File: src/rtl/usb_xfer_engine_if.sv
// Stream and memory-port bundle of the USB transfer engine.
// The engine binds to the slave modport; the bridge/memory side uses master.
// ADDR_W must match the engine's ADDR_W.
interface usb_xfer_engine_if #(
  parameter int ADDR_W = 32
);
  logic [31:0]       cmd_tdata;
  logic              cmd_tvalid;
  logic              cmd_tready;
  logic [31:0]       resp_tdata;
  logic              resp_tvalid;
  logic              resp_tready;
  logic              resp_tlast;
  logic [31:0]       tx_tdata;
  logic              tx_tvalid;
  logic              tx_tready;
  logic [31:0]       rx_tdata;
  logic              rx_tvalid;
  logic              rx_tready;
  logic              rx_tlast;
  logic [ADDR_W-1:0] mem_addr;
  logic              mem_wr;
  logic [31:0]       mem_wr_data;
  logic              mem_wr_ready;
  logic              mem_rd;
  logic [31:0]       mem_rd_data;
  logic              mem_rd_valid;

  modport slave (
    input  cmd_tdata, cmd_tvalid, resp_tready, tx_tdata, tx_tvalid, rx_tready,
           mem_wr_ready, mem_rd_data, mem_rd_valid,
    output cmd_tready, resp_tdata, resp_tvalid, resp_tlast, tx_tready,
           rx_tdata, rx_tvalid, rx_tlast, mem_addr, mem_wr, mem_wr_data, mem_rd
  );

  modport master (
    output cmd_tdata, cmd_tvalid, resp_tready, tx_tdata, tx_tvalid, rx_tready,
           mem_wr_ready, mem_rd_data, mem_rd_valid,
    input  cmd_tready, resp_tdata, resp_tvalid, resp_tlast, tx_tready,
           rx_tdata, rx_tvalid, rx_tlast, mem_addr, mem_wr, mem_wr_data, mem_rd
  );
endinterface

File: src/rtl/usb_xfer_engine.sv
// Command/transfer engine: parses 3-word host commands, validates them,
// streams data between the host streams and memory, and answers each
// command with a status word (or the fingerprint on a NOP ping).
module usb_xfer_engine #(
  parameter int          ADDR_W      = 32,
  parameter int          LEN_W       = 32,
  parameter int          TIMEOUT     = 1000000,
  parameter logic [63:0] FINGERPRINT = 64'h47424120492F4F0A
) (
  input  logic             clk,
  input  logic             rst,
  usb_xfer_engine_if.slave bus,
  output logic             busy
);
  localparam logic [2:0] S_IDLE  = 3'd0;
  localparam logic [2:0] S_CHECK = 3'd1;
  localparam logic [2:0] S_XWR   = 3'd2;
  localparam logic [2:0] S_XRD   = 3'd3;
  localparam logic [2:0] S_RESP  = 3'd4;
  localparam logic [2:0] S_PING0 = 3'd5;
  localparam logic [2:0] S_PING1 = 3'd6;

  localparam int              TO_W    = (TIMEOUT > 1) ? $clog2(TIMEOUT) : 1;
  localparam logic [TO_W-1:0] TO_LAST = TO_W'((TIMEOUT > 0) ? TIMEOUT - 1 : 0);

  // fingerprint halves go out byte-reversed (host reads them little-endian)
  localparam logic [31:0] PING_W0 = {FINGERPRINT[39:32], FINGERPRINT[47:40],
                                     FINGERPRINT[55:48], FINGERPRINT[63:56]};
  localparam logic [31:0] PING_W1 = {FINGERPRINT[7:0],   FINGERPRINT[15:8],
                                     FINGERPRINT[23:16], FINGERPRINT[31:24]};

  logic [2:0]        state;
  logic [1:0]        widx;
  logic [7:0]        opcode;
  logic [ADDR_W-1:0] base;
  logic [LEN_W-1:0]  size;
  logic [LEN_W-1:0]  offset;
  logic [15:0]       beats;
  logic [7:0]        code;
  logic [TO_W-1:0]   idle_cnt;

  logic in_wr, in_rd, beat, last_beat, timeout;

  assign in_wr     = (state == S_XWR);
  assign in_rd     = (state == S_XRD);
  assign busy      = (state != S_IDLE);
  assign last_beat = (offset == size - LEN_W'(4));

  assign bus.cmd_tready  = (state == S_IDLE);
  assign bus.mem_wr      = in_wr & bus.tx_tvalid;
  assign bus.mem_wr_data = bus.mem_wr ? bus.tx_tdata : '0;
  assign bus.tx_tready   = bus.mem_wr & bus.mem_wr_ready;
  assign bus.mem_rd      = in_rd & bus.rx_tready;
  assign bus.rx_tvalid   = bus.mem_rd & bus.mem_rd_valid;
  assign bus.rx_tdata    = bus.rx_tvalid ? bus.mem_rd_data : '0;
  assign bus.rx_tlast    = bus.rx_tvalid & last_beat;
  assign bus.mem_addr    = (bus.mem_wr | bus.mem_rd) ? base + ADDR_W'(offset) : '0;

  // a beat is a completed word on whichever side is active
  assign beat    = bus.tx_tready | bus.rx_tvalid;
  assign timeout = (TIMEOUT != 0) && !beat && (idle_cnt == TO_LAST);

  // response word mux: status in RESP, fingerprint halves in PING0/PING1
  always_comb begin
    bus.resp_tvalid = 1'b0;
    bus.resp_tlast  = 1'b0;
    bus.resp_tdata  = '0;
    case (state)
      S_RESP: begin
        bus.resp_tvalid = 1'b1;
        bus.resp_tlast  = 1'b1;
        bus.resp_tdata  = {opcode, code, beats};
      end
      S_PING0: begin
        bus.resp_tvalid = 1'b1;
        bus.resp_tdata  = PING_W0;
      end
      S_PING1: begin
        bus.resp_tvalid = 1'b1;
        bus.resp_tlast  = 1'b1;
        bus.resp_tdata  = PING_W1;
      end
      default: ;
    endcase
  end

  // command capture, validation and transfer sequencing
  always_ff @(posedge clk) begin
    if (rst) begin
      state    <= S_IDLE;
      widx     <= '0;
      opcode   <= '0;
      base     <= '0;
      size     <= '0;
      offset   <= '0;
      beats    <= '0;
      code     <= '0;
      idle_cnt <= '0;
    end else begin
      case (state)
        S_IDLE: if (bus.cmd_tvalid) begin
          case (widx)
            2'd0:    opcode <= bus.cmd_tdata[7:0];
            2'd1:    base   <= ADDR_W'(bus.cmd_tdata);
            default: size   <= LEN_W'(bus.cmd_tdata);
          endcase
          if (widx == 2'd2) begin
            widx  <= '0;
            state <= S_CHECK;
          end else begin
            widx <= widx + 2'd1;
          end
        end
        S_CHECK: begin
          offset   <= '0;
          beats    <= '0;
          idle_cnt <= '0;
          code     <= 8'h00;
          if (opcode == 8'h00) begin
            state <= S_PING0;
          end else if (opcode != 8'h40 && opcode != 8'h80) begin
            code  <= 8'h01;
            state <= S_RESP;
          end else if (size == '0 || size[1:0] != 2'b00) begin
            code  <= 8'h02;
            state <= S_RESP;
          end else if (base[1:0] != 2'b00) begin
            code  <= 8'h03;
            state <= S_RESP;
          end else begin
            state <= (opcode == 8'h40) ? S_XRD : S_XWR;
          end
        end
        S_XWR, S_XRD: begin
          if (beat) begin
            offset   <= offset + LEN_W'(4);
            beats    <= beats + 16'd1;
            idle_cnt <= '0;
            if (last_beat) begin
              code  <= 8'h00;
              state <= S_RESP;
            end
          end else if (timeout) begin
            // undelivered host data is left in the stream on abort
            code  <= 8'h04;
            state <= S_RESP;
          end else begin
            idle_cnt <= idle_cnt + TO_W'(1);
          end
        end
        S_RESP:  if (bus.resp_tready) state <= S_IDLE;
        S_PING0: if (bus.resp_tready) state <= S_PING1;
        S_PING1: if (bus.resp_tready) state <= S_IDLE;
        default: state <= S_IDLE;
      endcase
    end
  end
endmodule

File: src/flat_wrapper.sv
// flat-port wrapper written by rule: the top's interface ports become plain ports
module usb_xfer_engine_flat 
#(
  parameter int          ADDR_W      = 32,
  parameter int          LEN_W       = 32,
  parameter int          TIMEOUT     = 1000000,
  parameter logic [63:0] FINGERPRINT = 64'h47424120492F4F0A
)
  (clk, rst, busy, bus_cmd_tdata, bus_cmd_tvalid, bus_resp_tready, bus_tx_tdata, bus_tx_tvalid, bus_rx_tready, bus_mem_wr_ready, bus_mem_rd_data, bus_mem_rd_valid, bus_cmd_tready, bus_resp_tdata, bus_resp_tvalid, bus_resp_tlast, bus_tx_tready, bus_rx_tdata, bus_rx_tvalid, bus_rx_tlast, bus_mem_addr, bus_mem_wr, bus_mem_wr_data, bus_mem_rd);
  usb_xfer_engine_if #(.ADDR_W(ADDR_W)) bus_i ();
  input  logic clk;
  input  logic rst;
  output logic busy;
  input wire logic [$bits(bus_i.cmd_tdata)-1:0] bus_cmd_tdata;
  input wire logic [$bits(bus_i.cmd_tvalid)-1:0] bus_cmd_tvalid;
  input wire logic [$bits(bus_i.resp_tready)-1:0] bus_resp_tready;
  input wire logic [$bits(bus_i.tx_tdata)-1:0] bus_tx_tdata;
  input wire logic [$bits(bus_i.tx_tvalid)-1:0] bus_tx_tvalid;
  input wire logic [$bits(bus_i.rx_tready)-1:0] bus_rx_tready;
  input wire logic [$bits(bus_i.mem_wr_ready)-1:0] bus_mem_wr_ready;
  input wire logic [$bits(bus_i.mem_rd_data)-1:0] bus_mem_rd_data;
  input wire logic [$bits(bus_i.mem_rd_valid)-1:0] bus_mem_rd_valid;
  output wire logic [$bits(bus_i.cmd_tready)-1:0] bus_cmd_tready;
  output wire logic [$bits(bus_i.resp_tdata)-1:0] bus_resp_tdata;
  output wire logic [$bits(bus_i.resp_tvalid)-1:0] bus_resp_tvalid;
  output wire logic [$bits(bus_i.resp_tlast)-1:0] bus_resp_tlast;
  output wire logic [$bits(bus_i.tx_tready)-1:0] bus_tx_tready;
  output wire logic [$bits(bus_i.rx_tdata)-1:0] bus_rx_tdata;
  output wire logic [$bits(bus_i.rx_tvalid)-1:0] bus_rx_tvalid;
  output wire logic [$bits(bus_i.rx_tlast)-1:0] bus_rx_tlast;
  output wire logic [$bits(bus_i.mem_addr)-1:0] bus_mem_addr;
  output wire logic [$bits(bus_i.mem_wr)-1:0] bus_mem_wr;
  output wire logic [$bits(bus_i.mem_wr_data)-1:0] bus_mem_wr_data;
  output wire logic [$bits(bus_i.mem_rd)-1:0] bus_mem_rd;
  assign bus_i.cmd_tdata = bus_cmd_tdata;
  assign bus_i.cmd_tvalid = bus_cmd_tvalid;
  assign bus_i.resp_tready = bus_resp_tready;
  assign bus_i.tx_tdata = bus_tx_tdata;
  assign bus_i.tx_tvalid = bus_tx_tvalid;
  assign bus_i.rx_tready = bus_rx_tready;
  assign bus_i.mem_wr_ready = bus_mem_wr_ready;
  assign bus_i.mem_rd_data = bus_mem_rd_data;
  assign bus_i.mem_rd_valid = bus_mem_rd_valid;
  assign bus_cmd_tready = bus_i.cmd_tready;
  assign bus_resp_tdata = bus_i.resp_tdata;
  assign bus_resp_tvalid = bus_i.resp_tvalid;
  assign bus_resp_tlast = bus_i.resp_tlast;
  assign bus_tx_tready = bus_i.tx_tready;
  assign bus_rx_tdata = bus_i.rx_tdata;
  assign bus_rx_tvalid = bus_i.rx_tvalid;
  assign bus_rx_tlast = bus_i.rx_tlast;
  assign bus_mem_addr = bus_i.mem_addr;
  assign bus_mem_wr = bus_i.mem_wr;
  assign bus_mem_wr_data = bus_i.mem_wr_data;
  assign bus_mem_rd = bus_i.mem_rd;
  usb_xfer_engine #(.ADDR_W(ADDR_W), .LEN_W(LEN_W), .TIMEOUT(TIMEOUT), .FINGERPRINT(FINGERPRINT)) u_core (.clk(clk), .rst(rst), .bus(bus_i), .busy(busy));
endmodule
File: config.mk
export PLATFORM = sky130hd
export DESIGN_NAME = usb_xfer_engine_flat
export DESIGN_NICKNAME = d
export VERILOG_FILES = /design/src/rtl/usb_xfer_engine_if.sv /design/src/rtl/usb_xfer_engine.sv /design/src/flat_wrapper.sv
export SDC_FILE = /design/constraint.sdc
export NUM_CORES = 1
export LEC_CHECK = 0
export BUFFER_PORTS_ARGS = -buffer_cell sky130_fd_sc_hd__buf_2
export CAP_MARGIN = 15
export CORE_MARGIN = 2
export CORE_UTILIZATION = 46
export CTS_CLUSTER_DIAMETER = 30
export DETAILED_ROUTE_END_ITERATION = 12
export PLACE_DENSITY_LB_ADDON = 0.25
export REMOVE_ABC_BUFFERS = 1
export SETUP_SLACK_MARGIN = 0.1
export SYNTH_ARGS = -nofsm -noshare
export SYNTH_HDL_FRONTEND = slang
export SYNTH_SLANG_ARGS = --single-unit
File: constraint.sdc
create_clock -name clk -period 3.9 [get_ports clk]
set_input_delay 0.39 -clock clk [delete_from_list [all_inputs] [get_ports clk]]
set_output_delay 0.39 -clock clk [all_outputs]
set_load 0.02 [all_outputs]
Yosys cells after proc, flatten, opt, wreduce, memory -nomap -nowiden
Index checks and enable logic that the tools add are counted.
Word-level totals
  input bits: 104
  output and inout port bits: 137
  flip-flop bits (word level): 153
  word-level logic and storage cells: 103
Operators by class
  equality and inequality tests: 21
  add/sub/neg operators: 6
  reduce and logical (&&, ||, !) cells: 24
  bitwise operators: 8
  muxes and demuxes: 35
Operators by type and width (number)
  32-bit two-way mux: 4
  32-bit one-hot mux with 3 select lines: 1
  32-bit one-hot mux with 2 select lines: 1
  8-bit two-way mux: 6
  20-bit two-way mux: 2
  20-bit one-hot mux with 2 select lines: 1
  3-bit two-way mux: 11
  32-bit by 3-bit adder with 32-bit output, second input constant: 1
  32-bit adder: 1
  32-bit equality test: 1
  32-bit zero test: 1
  16-bit one-hot mux with 2 select lines: 1
  32-bit by 3-bit subtractor with 32-bit output, second input constant: 1
  20-bit by 1-bit adder with 20-bit output, second input constant: 1
  20-bit equality test, second input constant: 1
  16-bit by 1-bit adder with 16-bit output, second input constant: 1
  16-bit two-way mux: 1
  8-bit one-hot mux with 2 select lines: 1
  3-bit one-hot mux with 5 select lines: 1
  3-bit AND reduction: 4
  3-bit equality test, second input constant: 3
  8-bit by 7-bit equality test with 1-bit output, second input constant: 1
  8-bit zero test: 1
  8-bit by 7-bit != test with 1-bit output, second input constant: 1
  other kinds (27): 46

Logic depth before layout (Yosys ltp)
Gate-level depths: netlist of run 1.
  word-level depth: 9
  depth in mapped cells: 12
  depth with buffers taken out: 11

Worst setup path before layout of run 1
OpenSTA, ideal clock, no wires.
  path kind: reg2out
  start: reg u_core.offset[3]
  end: out bus_mem_addr[30]
  slack: 778 ps
  required time: 3510 ps
  buffers on the path: 0
  data arrival time: 2732 ps
  stages on the path, launching flop included: 11
  path through: dfxtp_1 ha_1 a211oi_1 o21ai_0 a221oi_1 o21ai_1 a311oi_1 o31ai_1 o31ai_1 xor2_1 nor2_1
On the way
  longest elaborated chain between the ends: 2
RTL lines
  start: declaration: RTL line usb_xfer_engine.sv:37  | logic [LEN_W-1:0] offset;
  start signal: assignment: RTL line usb_xfer_engine.sv:136  | offset <= offset + LEN_W'(4);
  32-bit adder: RTL line usb_xfer_engine.sv:57  | assign bus.mem_addr = (bus.mem_wr | bus.mem_rd) ? base + ADDR_W'(offset) : '0;
  32-bit two-way mux: RTL line usb_xfer_engine.sv:57
  end: declaration: RTL line flat_wrapper.sv:31  | output wire logic [$bits(bus_i.mem_addr)-1:0] bus_mem_addr;
No other way between the ends.

Worst setup path after layout of run 1
  start: reg u_core.size[17]
  end: out bus_rx_tlast
On the way
  longest elaborated chain between the ends: 3
RTL lines
  start: declaration: RTL line usb_xfer_engine.sv:36  | logic [LEN_W-1:0] size;
  start signal: assignment: RTL line usb_xfer_engine.sv:105  | default: size <= LEN_W'(bus.cmd_tdata);
  32-bit by 3-bit subtractor with 32-bit output: RTL line usb_xfer_engine.sv:47  | assign last_beat = (offset == size - LEN_W'(4));
  32-bit equality test: RTL line usb_xfer_engine.sv:47
  1-bit AND: RTL line usb_xfer_engine.sv:56  | assign bus.rx_tlast = bus.rx_tvalid & last_beat;
  end: declaration: RTL line flat_wrapper.sv:30  | output wire logic [$bits(bus_i.rx_tlast)-1:0] bus_rx_tlast;
No other way between the ends.

==> flow_summary.json, run 1 <==
{
  "synthMuxAreaShare_pct": 1.41,
  "grt_max_degree": 49,
  "leakagePower_nw": 5.30,
  "vdd_drop_max_uv": 347,
  "grtUsageTotal_pct": 26.3,
  "dr.pass1.iters": 5,
  "nNetsFinal": 1588,
  "setup_viol": 0,
  "clk_path_buf_depth": 2,
  "crit_slowest_cell": "or4_4",
  "final_cells": 1731,
  "routedWlPerCell_microns": 16.7,
  "required_ps": 3510,
  "start_util_pct": 46.4,
  "synth_simple_gate_area_share_pct": 33.6,
  "slowest_delay_ps": 560,
  "rows": 52,
  "cp_max_fo": 9,
  "area_growth_syn_to_layout_pct": 21.7,
  "via_per_inst": 5.47,
  "numCtsBuffers": 17,
  "yosysWarnings": 0,
  "io_buffers": 237,
  "maxCapViolCount": 0,
  "clock.fmax_mhz": 275,
  "crit_path_frequent_cell": "or4_4",
  "io_pins": 241,
  "antenna_found_initial": 0,
  "synth_edf_count": 0,
  "yosysTopAreaCellShare_pct": 31.3,
  "core-area_sq_um": 20100,
  "end_kind": "primary output",
  "ys.flop_type": "dfxtp_1",
  "cts.root.buffer_cell": "clkbuf_16",
  "hold_viol_final": 0,
  "synth_xor_area_share_pct": 10.2,
  "arrival_ps": 3240,
  "startpoint_type": "flop",
  "die_area_sq_um": 21500,
  "drc_errors": 0,
  "drive_gt1_share_pct": 22.2,
  "relSlewSlack_pct": 37.6,
  "fin_crit_sh_pct": 93.2,
  "final_cell_mix": "buf_2, nand2_1, nor2_1, dfxtp_1, a21oi_1",
  "synth_compound_area_share_pct": 14.5,
  "htreeDepth": 4,
  "synth_top_family_by_area": "simple AND/OR/NAND/NOR gates",
  "synth-async-reset-ratio_pct": 0,
  "clkTransAtPathRegs_ps": 60,
  "drtAntennaViolNets": 0,
  "vias": 9476,
  "overflow": 0,
  "skew_ps": 8.96,
  "grt_pass1_vias": 8724,
  "synth_cells": 1240,
  "netlist.top_cell.by_area": "dfxtp_1",
  "syn_avg_cell_area_sq_um": 7.53,
  "yosysUniqueCellTypes": 81,
  "power_density_nw_per_um2": 410,
  "outcome": "finished clean",
  "worstPathCellList": "or4_4 -> or4_4 -> nor4_1 -> mux2_1 -> nor3_2 -> and3_1 -> buf_2",
  "clock_latency_ps": 430,
  "design_area_sq_um": 11400,
  "die_w_microns": 146,
  "grt_setup_unrepaired": "true",
  "hold_path.class": "in2reg",
  "drt-initial-drc-count": 734,
  "synth_area_sq_um": 9340,
  "cts_num_sinks": 146,
  "drv_slew": 0,
  "ys_ff_latch": 146,
  "netlist_top_cells_area": "dfxtp_1, nand2_1, nor2_1, xor2_1, a21oi_1",
  "ys_seq_area_share_pct": 31.3,
  "cts_tree": "built",
  "post-dp-hpwl_microns": 22000,
  "post_dp_cell_area_sq_um": 10800,
  "worstSetupPathType": "reg2out",
  "synth_fa_ha_area_share_pct": 4.66,
  "mostFrequentLayoutCell": "buf_2",
  "place.gp.congestion": 0.854,
  "fp.dieH_microns": 146,
  "routed_wl_microns": 28800,
  "antenna_cells": 0,
  "worstMarginPinSlew_ps": 935,
  "dp_cells": 1700,
  "grt_first_pass_wirelength_microns": 45300,
  "min_period_ps": 3630
}
## registers in the layout, indices dropped and copies added, names as in the netlist
register         flops
u_core.beats        16
u_core.base         32
u_core.size         32
u_core.state         3
u_core.idle_cnt     20
u_core.code          3
u_core.opcode        8
u_core.widx          2
u_core.offset       30
## stage by stage
step           hold slack, ps  worst slack, ps  util [%]  setup TNS (ps)  power [W]
5_1_grt                   212             93.8      56.5               0    0.00490
2_1_floorplan             430            -1170         -          -55230    0.00261
3_3_place_gp              445              339      53.5               0    0.00307
6_report                  208              265      56.5               0    0.00466
3_5_place_dp              448              307      53.5               0    0.00309
4_1_cts                   194              126      56.4               0    0.00466
## layer usage
metal | GRT usage (%) | vias up | wire length, microns
li1 | - | 4700 | -
met1 | 34.0 | 4441 | 12700
met2 | 44.1 | 298 | 13800
met3 | 4.22 | 37 | 1520
met4 | 10.3 | 0 | 800
met5 | 0 | - | 0
## final timing paths
kind	slack, ps	cells after the start	to	startpoint
setup reg to reg	790	9	u_core.offset[30]	u_core.state[0]
hold / removal	210	3	u_core.base[10]	bus_cmd_tdata[10]
hold reg to reg	450	2	u_core.size[1]	u_core.size[1]
setup / recovery	270	7	bus_rx_tlast	u_core.size[17]
## layout make-up
type,count,area [sq um]
multi-input cells,1000,6080
well taps,270,338
flip-flops and latches,146,2920
clock inverters,10,113
repair buffers,263,1380
inverters,22,82.6
fillers,1932,8740
clock buffers,20,447
## kinds of logic after synthesis
logic type / Yosys count
AO/OA/AOI/OAI: 218
XOR/XNOR: 107
adder cells (fa/ha/maj): 35
buffers and inverters: 96
flip-flops: 146
multiplexers: 13
other: 1
AND/OR/NAND/NOR: 624
## cells in the mapped netlist (3+ instances only)
master and instances:
nand2_1 190, nor2_1 154, dfxtp_1 146, a21oi_1 104, xor2_1 62, and3_1 61, clkbuf_1 58, xnor2_1 44
and2_1 40, ha_1 34, nor3_1 26, o21ai_0 25, nand4_1 24, nand3_1 23, inv_1 22, a21o_1 19
nor2b_1 15, or3_1 15, nand2b_1 13, mux2i_1 12, nor4_1 9, a211oi_1 8, buf_2 8, o31ai_1 8
and4_1 6, or4_1 6, a31oi_1 5, nand4b_1 5, or2_2 5, a211o_1 4, nor4b_1 4, o211ai_1 4
o21a_1 4, o21bai_1 4, a41oi_1 3, buf_1 3, buf_4 3, nor3b_1 3, nor4_2 3, o21ai_1 3
or4_4 3
## worst max-delay path, delay by kind of cell, from the launching register on
family / cells / cell delay (ps)
DFF: 1 / 370
muxes: 1 / 370
buffers and inverters: 1 / 190
and+or+nand+nor: 5 / 1890
## where the power goes
group	leakage [nW]	switching, W	internal (W)
clock	0.271	0.000626	0.000947
combinational	3.85	0.000870	0.000525
sequential	1.18	0.000106	0.00158
total	5.30	0.00160	0.00306
## what timing repair did
item / CTS / global route
setup endpoints to repair: 7 / 11
resized for setup: 4 / 7
hold buffers: 0 / 0
endpoints found under the hold margin: 0 / 0
buffers inserted: 0 / 1
pin swaps: 0 / 2
Note: power is estimated with default switching activity, not from simulation.
==> run 2: changes to the inputs <==
--- a/config.mk
+++ b/config.mk
@@ -7,8 +7,10 @@
 export LEC_CHECK = 0
 export BUFFER_PORTS_ARGS = -buffer_cell sky130_fd_sc_hd__buf_2
 export CAP_MARGIN = 15
+export CELL_PAD_IN_SITES_DETAIL_PLACEMENT = 1
+export CELL_PAD_IN_SITES_GLOBAL_PLACEMENT = 1
 export CORE_MARGIN = 2
-export CORE_UTILIZATION = 46
+export CORE_UTILIZATION = 39
 export CTS_CLUSTER_DIAMETER = 30
 export DETAILED_ROUTE_END_ITERATION = 12
 export PLACE_DENSITY_LB_ADDON = 0.25
==> run 2 against run 1 <==
Compared with the run above:
- core utilization fell by 7.6 points
- sequential power barely moved
- critical path depth rose by 1
- hold slack improved by 6.9 ps
- global-route usage fell by 1.3 points
- wire length rose by 12%
- final cell count rose by 3.0%
- setup slack improved by 20 ps
- via count rose by 2.5%
- non-clock buffer count rose by 2
- clock power rose by 4%
- highest routed layer unchanged
==> flow_summary.json, run 2 (synthesis results as in run 1) <==
{
  "vdd_drop_max_uv": 297,
  "power_density_nw_per_um2": 416,
  "worstMarginPinSlew_ps": 959,
  "grt_setup_unrepaired": "false",
  "grtUsageTotal_pct": 25.0,
  "crit_path_frequent_cell": "or4_4",
  "io_buffers": 237,
  "multi_input_area_sq_um": 6110,
  "io_pins": 241,
  "clock_latency_ps": 430,
  "cts_tree": "built",
  "grt_max_degree": 43,
  "fp.dieH_microns": 159,
  "cts_num_sinks": 146,
  "routed_wl_microns": 32300,
  "hold_path.class": "in2reg",
  "fin_crit_sh_pct": 92.7,
  "fin_tns_setup_ps": 0,
  "drive_gt1_share_pct": 22.7,
  "required_ps": 3510,
  "arrival_ps": 3220,
  "post_cts_buffers": 0,
  "mostFrequentLayoutCell": "buf_2",
  "grt_first_pass_wirelength_microns": 51600,
  "p_total_w": 0.00478,
  "slowest_delay_ps": 570,
  "clkTransAtPathRegs_ps": 60,
  "worstHoldStart": "bus_cmd_tdata[8]",
  "worstSetupPathType": "reg2out",
  "skew_ps": 9.28,
  "post-dp-hpwl_microns": 24400,
  "maxCapViolCount": 0,
  "via_per_inst": 5.45,
  "final_cell_mix": "buf_2, nand2_1, nor2_1, dfxtp_1, a21oi_1",
  "vias": 9716,
  "antenna_found_initial": 0,
  "drc_errors": 0,
  "dr.pass1.iters": 5,
  "crit_family": "simple AND/OR/NAND/NOR gates",
  "start_util_pct": 39.8,
  "rows": 56,
  "grt_pass1_vias": 9620,
  "n_fill_cell": 3014,
  "outcome": "finished clean",
  "cts.root.buffer_cell": "clkbuf_16",
  "die_w_microns": 159,
  "routedWlPerCell_microns": 18.1,
  "drv_slew": 0,
  "nNetsFinal": 1590,
  "antenna_cells": 0,
  "leakagePower_nw": 5.32,
  "overflow": 0,
  "reg_top3": "u_core.base x32, u_core.size x32, u_core.offset x30",
  "min_period_ps": 3610,
  "startpoint_type": "flop",
  "drt-initial-drc-count": 408,
  "timing.rr.start": "u_core.state[1]",
  "hold_buffers": 0,
  "clk_path_buf_depth": 2,
  "end_kind": "primary output",
  "core-area_sq_um": 23500,
  "area_growth_syn_to_layout_pct": 23.0,
  "die_area_sq_um": 25200,
  "cp_max_fo": 9,
  "crit_start": "u_core.size[17]",
  "drtAntennaViolNets": 0,
  "hold_viol_final": 0,
  "worstPathCellList": "or4_4 -> or4_4 -> nor4_2 -> xnor2_1 -> nand4_1 -> nor3_2 -> and3_1 -> buf_2",
  "place.gp.congestion": 0.882,
  "crit_slowest_cell": "or4_4",
  "htreeDepth": 4,
  "clock.fmax_mhz": 277,
  "path_buf_inv": 1,
  "regArea_sq_um": 2920,
  "numCtsBuffers": 17,
  "setup_viol": 0,
  "relSlewSlack_pct": 36.0
}
==> run 2: cell type report <==
cell class,count,area share (%)
Multi-Input combinational cell,1000,53.2
Sequential cell,146,25.5
Timing Repair Buffer,265,12.2
Clock inverter,9,0.937
Clock buffer,22,4.04
Inverter,22,0.719
Tap cell,319,3.48
==> run 2: routing by layer <==
metal	track usage (%)	vias to the layer above	wire, microns
met5	0	-	0
li1	-	4705	-
met1	32.5	4717	14700
met4	7.01	0	537
met3	4.05	31	1480
met2	42.8	263	15600
==> run 2: stage by stage <==
stage                     hold slack (ps)  worst slack, ps  util [%]  instances  area, sq um
after floorplan                       430            -1170         -       1168         9030
after global placement                443              318      46.2       1752        10800
after detailed placement              450              238      46.2       1752        10800
after CTS                             201              141      48.8       1783        11400
final                                 215              285      48.9       1783        11500
after global routing                  211              108      48.9       1783        11500
==> run 2: tightest hold or removal path: stages <==
cell     delay, ps
buf_2          110
nand2_1         50
a21oi_1         50
==> run 2: final timing paths <==
| kind | endpoint | slack [ps] | cells after the start |
|---|---|---|---|
| max reg2reg | u_core.offset[28] | 750 | 10 |
| max | bus_rx_tlast | 290 | 8 |
| min reg2reg | u_core.size[1] | 460 | 2 |
| min | u_core.base[8] | 220 | 3 |
==> run 2: where the power goes <==
part | internal [W] | switching [W] | leakage, nW | total [W]
Combinational | 0.000537 | 0.000923 | 3.87 | 0.00146
Sequential | 0.00158 | 0.000107 | 1.18 | 0.00169
Clock | 0.000971 | 0.000659 | 0.276 | 0.00163
==> run 2: what timing repair did <==
| item | in CTS | in global routing |
|---|---|---|
| setup endpoints to repair | 10 | 7 |
| resized for setup | 6 | 10 |
| hold endpoints to repair | 0 | 0 |
| pin swaps | 0 | 1 |
